===== config.mk =====
export PLATFORM = sky130hd
export DESIGN_NAME = a1_y_mult_iter
export DESIGN_NICKNAME = d
export VERILOG_FILES = /design/src/rtl/a1_y_mult_iter.sv
export SDC_FILE = /design/constraint.sdc
export NUM_CORES = 2
export LEC_CHECK = 0
export CORE_ASPECT_RATIO = 1.1
export CORE_UTILIZATION = 60
export CTS_CLUSTER_DIAMETER = 40
export CTS_CLUSTER_SIZE = 30
export DETAILED_ROUTE_END_ITERATION = 8
export PLACE_DENSITY = 0.79
export SYNTH_ARGS = -nofsm -noshare
export SYNTH_HDL_FRONTEND = slang
export SYNTH_SLANG_ARGS = --single-unit

===== constraint.sdc =====
create_clock -name i_clk -period 35.6 [get_ports i_clk]
set_input_delay 10.68 -clock i_clk [delete_from_list [all_inputs] [get_ports i_clk]]
set_output_delay 10.68 -clock i_clk [all_outputs]
set_load 0.03 [all_outputs]

===== src/rtl/a1_y_mult_iter.sv =====
// a1_y_mult_iter: iterative unsigned a1*y multiplier, one DIGIT_W-bit slice of y per clock.
// The product drops its top 9 bits on output; o_ovf flags when any of them were set.
module a1_y_mult_iter #(
   parameter int MAN_WIDTH = 52,
   parameter int RNE       = 2,
   parameter int RNE1      = 49,
   parameter int DIGIT_W   = 17,
   localparam int A_W       = MAN_WIDTH + 1 + RNE,
   localparam int P_W       = A_W + RNE1,
   localparam int O_W       = P_W - 9,
   localparam int NUM_STEPS = (RNE1 + DIGIT_W - 1) / DIGIT_W
) (
   input  logic           i_clk,
   input  logic           i_rst_n,
   input  logic           i_valid,
   output logic           o_ready,
   input  logic [A_W-1:0]  i_a1,
   input  logic [RNE1-1:0] i_y,
   output logic           o_valid,
   input  logic           i_ready,
   output logic [O_W-1:0]  o_a1_y_rne1_dlt9zeros,
   output logic           o_ovf
);
   localparam int Y_W   = NUM_STEPS * DIGIT_W;
   localparam int CNT_W = NUM_STEPS > 1 ? $clog2(NUM_STEPS) : 1;

   typedef enum logic [1:0] {IDLE, MUL, DONE} state_t;

   state_t           state, state_n;
   logic [CNT_W-1:0] cnt;
   logic [A_W-1:0]   a1_r;
   logic [Y_W-1:0]   y_r, y_sh;
   logic [P_W-1:0]   acc, acc_n, part;
   logic [DIGIT_W-1:0] digit;
   logic             last;

   // y is zero-extended to whole digits, so the top partial digit reads zeros above RNE1-1
   always_comb begin
      y_sh    = y_r >> (DIGIT_W * cnt);
      digit   = y_sh[DIGIT_W-1:0];
      part    = ({{(P_W-A_W){1'b0}}, a1_r} * {{(P_W-DIGIT_W){1'b0}}, digit}) << (DIGIT_W * cnt);
      acc_n   = acc + part;
      last    = cnt == CNT_W'(NUM_STEPS - 1);
      o_ready = state == IDLE;
      o_valid = state == DONE;
      state_n = state == IDLE ? (i_valid ? MUL : IDLE) :
                state == MUL  ? (last ? DONE : MUL) :
                                (i_ready ? IDLE : DONE);
   end

   always_ff @(posedge i_clk or negedge i_rst_n) begin
      if (!i_rst_n) begin
         state                 <= IDLE;
         cnt                   <= '0;
         a1_r                  <= '0;
         y_r                   <= '0;
         acc                   <= '0;
         o_a1_y_rne1_dlt9zeros <= '0;
         o_ovf                 <= 1'b0;
      end else begin
         state <= state_n;
         if (state == IDLE && i_valid) begin
            a1_r <= i_a1;
            y_r  <= Y_W'(i_y);
            acc  <= '0;
            cnt  <= '0;
         end
         if (state == MUL) begin
            acc <= acc_n;
            cnt <= last ? cnt : cnt + 1'b1;
            // outputs load once per product so they hold between results
            if (last) begin
               o_a1_y_rne1_dlt9zeros <= acc_n[O_W-1:0];
               o_ovf                 <= |acc_n[P_W-1:O_W];
            end
         end
      end
   end
endmodule


* Word-level counts from Yosys, hierarchy flattened
Index checks and enable logic that the tools add are counted.
** Cells by class
- Add/subtract/negate cells :: 2
- $mul :: 2
- Div/mod/pow operators :: 0
- Magnitude comparators :: 0
- Equality and inequality tests :: 4
- Shift-type cells :: 2
- Multiplexer cells :: 10
- Bitwise logic cells :: 0
- Reduce and logical (&&, ||, !) cells :: 6
** Operator list (count)
- 2-to-1 mux 104 bit :: 2
- adder 104 bit :: 1
- << shifter 72 x 7 -> 104 bit :: 1
- multiplier 55 x 17 -> 72 bit :: 1
- >> shifter 49 x 7 -> 17 bit :: 1
- 2-to-1 mux 2 bit :: 7
- OR reduction 9 bit :: 1
- multiplier 5 x 2 -> 7 bit, first input constant :: 1
- == test 2 bit, second input constant :: 2
- AND reduction 2 bit :: 2
- adder 2 x 1 -> 2 bit, second input constant :: 1
- == test 2 x 1 -> 1 bit, second input constant :: 1
- zero test 2 bit :: 1
- != test 2 bit, second input constant :: 1
- nonzero test 2 bit :: 1
- logical AND 1 bit :: 1
- 2-to-1 mux 1 bit :: 1
** Storage, ports and cells
- Bits in registers :: 308
- Latch bits :: 0
- Memory bits (writable) :: 0
- Bits in read-only memories :: 0
- Bits of input ports :: 108
- Output and inout bits :: 98
- Word-level logic and storage cells :: 33
- Memories kept :: 0

* Logic depth before layout (Yosys ltp)
- Depth after elaboration :: 6
- Gate-level depth with buffers :: 47
- Depth with buffers taken out :: 43

* Worst setup path after synthesis
OpenSTA, ideal clock, no wires.
- Kind :: in2reg
- Start :: input port i_valid
- End :: register acc[101]
- Library setup time :: 0.083 ns
- Data arrival time :: 11.788 ns
- Data required time :: 35.517 ns
- Setup slack :: 23.730 ns
- Stages :: 6
- Path buffers :: 3
- Cells stage by stage :: nand2_1 clkbuf_1 clkbuf_1 clkbuf_1 nand3_1 o21ai_0
** On the way
- Cells in the longest elaborated chain, start to end :: 2
** RTL lines
- start, declared :: line 15 : input logic i_valid,
- logical AND 1 bit :: line 62 : if (state == IDLE && i_valid) begin
- nonzero test 2 bit (no source line)
- end signal, assigned :: line 69 : acc <= acc_n;
- end, declared :: line 33 : logic [P_W-1:0] acc, acc_n, part;
Every way passes these cells.
A chain may end at the register's enable or synchronous reset.

* Worst setup path after layout
- Start :: register cnt[1]
- End :: register o_ovf
** On the way
- Cells in the longest elaborated chain, start to end :: 6
- Elaborated cells on any way between the ends :: 8
- Classes of those cells :: add/sub: 1; mul: 2; eq/ne: 1; shift: 2; reduce/logical: 2
** RTL lines
- start, declared :: line 30 : logic [CNT_W-1:0] cnt;
- start signal, assigned :: line 70 : cnt <= last ? cnt : cnt + 1'b1;
- multiplier 5 x 2 -> 7 bit :: line 39, 41
- >> shifter 49 x 7 -> 17 bit :: line 39 : y_sh = y_r >> (DIGIT_W * cnt);
- multiplier 55 x 17 -> 72 bit :: line 41 : part = ({{(P_W-A_W){1'b0}}, a1_r} * {{(P_W-DIGIT_W){1'b0}}, digit}) << (DIGIT_W * cnt);
- << shifter 72 x 7 -> 104 bit :: line 41
- adder 104 bit :: line 42 : acc_n = acc + part;
- OR reduction 9 bit :: line 74 : o_ovf <= |acc_n[P_W-1:O_W];
- end signal, assigned :: line 74
- end, declared :: line 22 : output logic o_ovf
Parallel ways exist; a longest one is shown, timed or not.

==> results by group <==
Cells and area
  – Filler cell count in the final layout: 6550
  – Layout net count: 6816
  – Area delta synth->final: 9.38%
  – Area of the multi-input gates: 0.0360 mm2
  – Sequential cell area: 0.00771 mm2
  – Fraction of layout cells with a size suffix above 1: 5.31%
  – Final core area utilization: 66.2%
  – Count of placed standard cells in the final layout, fillers left out: 6766

Logic synthesis
  – Total nets after synthesis: 6872
  – List of most frequent post-synthesis cells: sky130_fd_sc_hd__inv_1, sky130_fd_sc_hd__nand2_1, sky130_fd_sc_hd__fa_1
  – Post-synthesis sequential element count: 308
  – Avg Cell Area, Syn: 8.50 um2
  – Most frequently used flop master after synthesis: sky130_fd_sc_hd__dfrtp_1
  – Seq/Total Area, Yosys: 15.9%
  – Most frequently used cell type in the post-synthesis netlist: sky130_fd_sc_hd__inv_1
  – Number of enable-type register cells in the synthesized netlist: 0
  – Async SR Flop Fraction: 100%
  – Number of different library cells in the post-synthesis netlist: 77
  – Area of the mapped netlist: 0.0486 mm2
  – Number of warnings issued by yosys: 0
  – Share of the synthesized area in the top cell type: 32.7%
  – Top area cells in the synthesized netlist: sky130_fd_sc_hd__fa_1, sky130_fd_sc_hd__dfrtp_1, sky130_fd_sc_hd__inv_1
  – Count of mapped cells out of synthesis: 5719
  – Largest area contributor in the netlist: sky130_fd_sc_hd__fa_1

Floorplanning
  – # rows: 109
  – Height of the die: 301 um
  – Core area: 0.0803 mm2
  – Effective utilization at floorplan: 60.5%
  – IO Count: 206
  – DIE AREA: 0.0822 mm2
  – Die span in x: 273 um

Setup path
  – Critical path endpoint category: flip-flop
  – Kind of critical path: flip-flop to flip-flop
  – Endpoint required time on the critical path: 36.13 ns
  – Worst endpoint data arrival time: 14.79 ns
  – Startpoint types: flip-flop
  – Worst-path cell with the longest stage delay: sky130_fd_sc_hd__dfrtp_4
  – Cell mode on critical path: sky130_fd_sc_hd__fa_1
  – Biggest cell delay along the critical path: 0.77 ns
  – Crit-path max FO: 55

GRT
  – Number of global-route vias before repair: 42500
  – Global-route total usage across every layer: 36.2%
  – Antenna violations before repair: 5
  – Wire length of the first global-routing pass: 231 mm
  – Global route overflow: 0
  – Pin count of the biggest net entering global routing: 104

Clock network
  – Post-CTS sizing: 0
  – Clk sinks: 308
  – Maximum buffer depth of the clock tree: 3
  – Post-CTS repair timing setup buffer count: 0
  – Clock Pin Slew Worst Setup and Hold Paths: 0.06 ns
  – Worst-Skew Late Latency: 0.67 ns
  – Buffer type at the clock tree root: sky130_fd_sc_hd__clkbuf_16
  – Number of clock buffers inserted by TritonCTS: 56
  – H-Tree Level Count: 2
  – Number of hold buffers added after CTS: 0
  – Clock tree from TritonCTS: yes

STA
  – Setup TNS Final: 0 ns
  – Worst hold slack: 0.477 ns
  – Transition at the pin with the smallest max-transition slack: 1.16 ns
  – RSZ-0062 raised after global routing: no
  – Share of the cycle needed by the critical path after routing: 40.1%
  – Maximum clock skew at final layout: 0.0375 ns
  – Final-report setup violation count: 0
  – Max-slew headroom: 21.6%
  – Final hold viol count: 0
  – Final critical-path required period: 14.27 ns
  – Maximum operating frequency: 0.0701 GHz
  – Final number of max-transition violations: 0

Worst hold path
  – Tightest Hold Check Type: flip-flop to flip-flop

Drt
  – Number of antenna-violating nets in the routed design: 0
  – Average vias per placed instance: 5.89
  – Number of remaining DRC errors: 0
  – First-pass iteration count of the detailed router: 6
  – Violation count after the first detailed-route iteration: 3023
  – Via count: 39900
  – Total wirelength of the detailed-routed design: 143 mm
  – Detailed-route wire length per cell: 21.2 um

Run status
  – Status: completed

Placement
  – GPL Wtd Cong: 1.03
  – Placed cell count: 6659
  – Half-perimeter wire length of the detailed placement result: 114 mm
  – Port buffer count: 205

Flow run
  – Maximum capacitance violations: 0
## through the flow
step	area (um2)	worst slack, ns
2_1_floorplan	48600	23.73
3_3_place_gp	51200	21.84
3_5_place_dp	51200	21.60
4_1_cts	53200	21.55
5_1_grt	53200	20.90
6_report	53200	21.33
## critical path: cells and delay by family, from the launching register on
family | cells | cell delay, ns
simple gates | 12 | 3.78
fa+ha+maj | 8 | 4.04
xor+xnor | 2 | 0.62
buf+inv | 8 | 1.63
compound gates | 13 | 3.26
flops | 1 | 0.77
## state kept, by name, indices dropped and copies added (netlist names)
register	cells
acc	104
o_a1_y_rne1_dlt9zeros	95
a1_r	55
y_r	49
cnt	2
state	2
o_ovf	1
## cell usage in the layout (no fill, tap or decap), types with 48 or more instances in the layout
| master | netlist | layout |
|---|---|---|
| sky130_fd_sc_hd__inv_1 | 1018 | 1018 |
| sky130_fd_sc_hd__nand2_1 | 985 | 982 |
| sky130_fd_sc_hd__fa_1 | 795 | 795 |
| sky130_fd_sc_hd__o21ai_0 | 323 | 323 |
| sky130_fd_sc_hd__dfrtp_1 | 308 | 306 |
| sky130_fd_sc_hd__and2_1 | 278 | 278 |
| sky130_fd_sc_hd__ha_1 | 250 | 250 |
| sky130_fd_sc_hd__a21oi_1 | 218 | 218 |
| sky130_fd_sc_hd__clkdlybuf4s50_1 | 0 | 204 |
| sky130_fd_sc_hd__nor2_1 | 166 | 164 |
| sky130_fd_sc_hd__nand3_1 | 145 | 145 |
| sky130_fd_sc_hd__a21o_1 | 113 | 113 |
| sky130_fd_sc_hd__mux2_2 | 112 | 112 |
| sky130_fd_sc_hd__xnor2_1 | 96 | 96 |
| sky130_fd_sc_hd__nand4_1 | 70 | 70 |
| sky130_fd_sc_hd__xor2_1 | 70 | 70 |
| sky130_fd_sc_hd__clkbuf_16 | 0 | 56 |
| sky130_fd_sc_hd__mux2i_1 | 48 | 48 |
## cell type report
type / instances / share of cell area, %
Multi-Input combinational cell: 4035 / 67.6
Timing Repair Buffer: 242 / 4.39
Tap cell: 1054 / 2.48
Inverter: 1020 / 7.20
Sequential cell: 308 / 14.5
Clock buffer: 63 / 2.78
Antenna cell: 1 / 0.00471
Clock inverter: 43 / 1.03
## cells by family (layout without fill, tap and decap cells)
kind of cell,count (synthesis),after routing,share of synthesized area [%]
adder cells (fa/ha/maj),1045,1045,39.2
other,0,1,0
XOR/XNOR,166,166,2.99
buffers and inverters,1376,1368,10.6
flip-flops,308,308,15.9
multiplexers,160,160,3.58
AND/OR/NAND/NOR,1764,1764,16.5
AO/OA/AOI/OAI,900,900,11.3
## final timing paths
path	from	end	slack, ns	cells after the start
setup / recovery	cnt[1]$_DFFE_PN0P_	o_ovf$_DFFE_PN0P_	21.33	43
hold / removal	o_a1_y_rne1_dlt9zeros[21]$_DFFE_PN0P_	o_a1_y_rne1_dlt9zeros[21]$_DFFE_PN0P_	0.48	2
setup reg to reg	cnt[1]$_DFFE_PN0P_	o_ovf$_DFFE_PN0P_	21.33	43
hold reg to reg	o_a1_y_rne1_dlt9zeros[21]$_DFFE_PN0P_	o_a1_y_rne1_dlt9zeros[21]$_DFFE_PN0P_	0.48	2
max in group asynchronous	i_rst_n	acc[51]$_DFFE_PN0P_	22.95	4
min in group asynchronous	i_rst_n	a1_r[10]$_DFFE_PN0P_	10.08	1
## layer usage
metal	share of wire, %	wire (um)	GRT usage [%]
met3	7.3	10400	5.59
met4	5.2	7510	17.5
met5	0.036	51	0
met1	38	54600	44.7
met2	49	70700	61.8
Power is left out: the tool's default activity adds up to more than one toggle a clock period on the data nets, which glitch-free logic cannot reach.
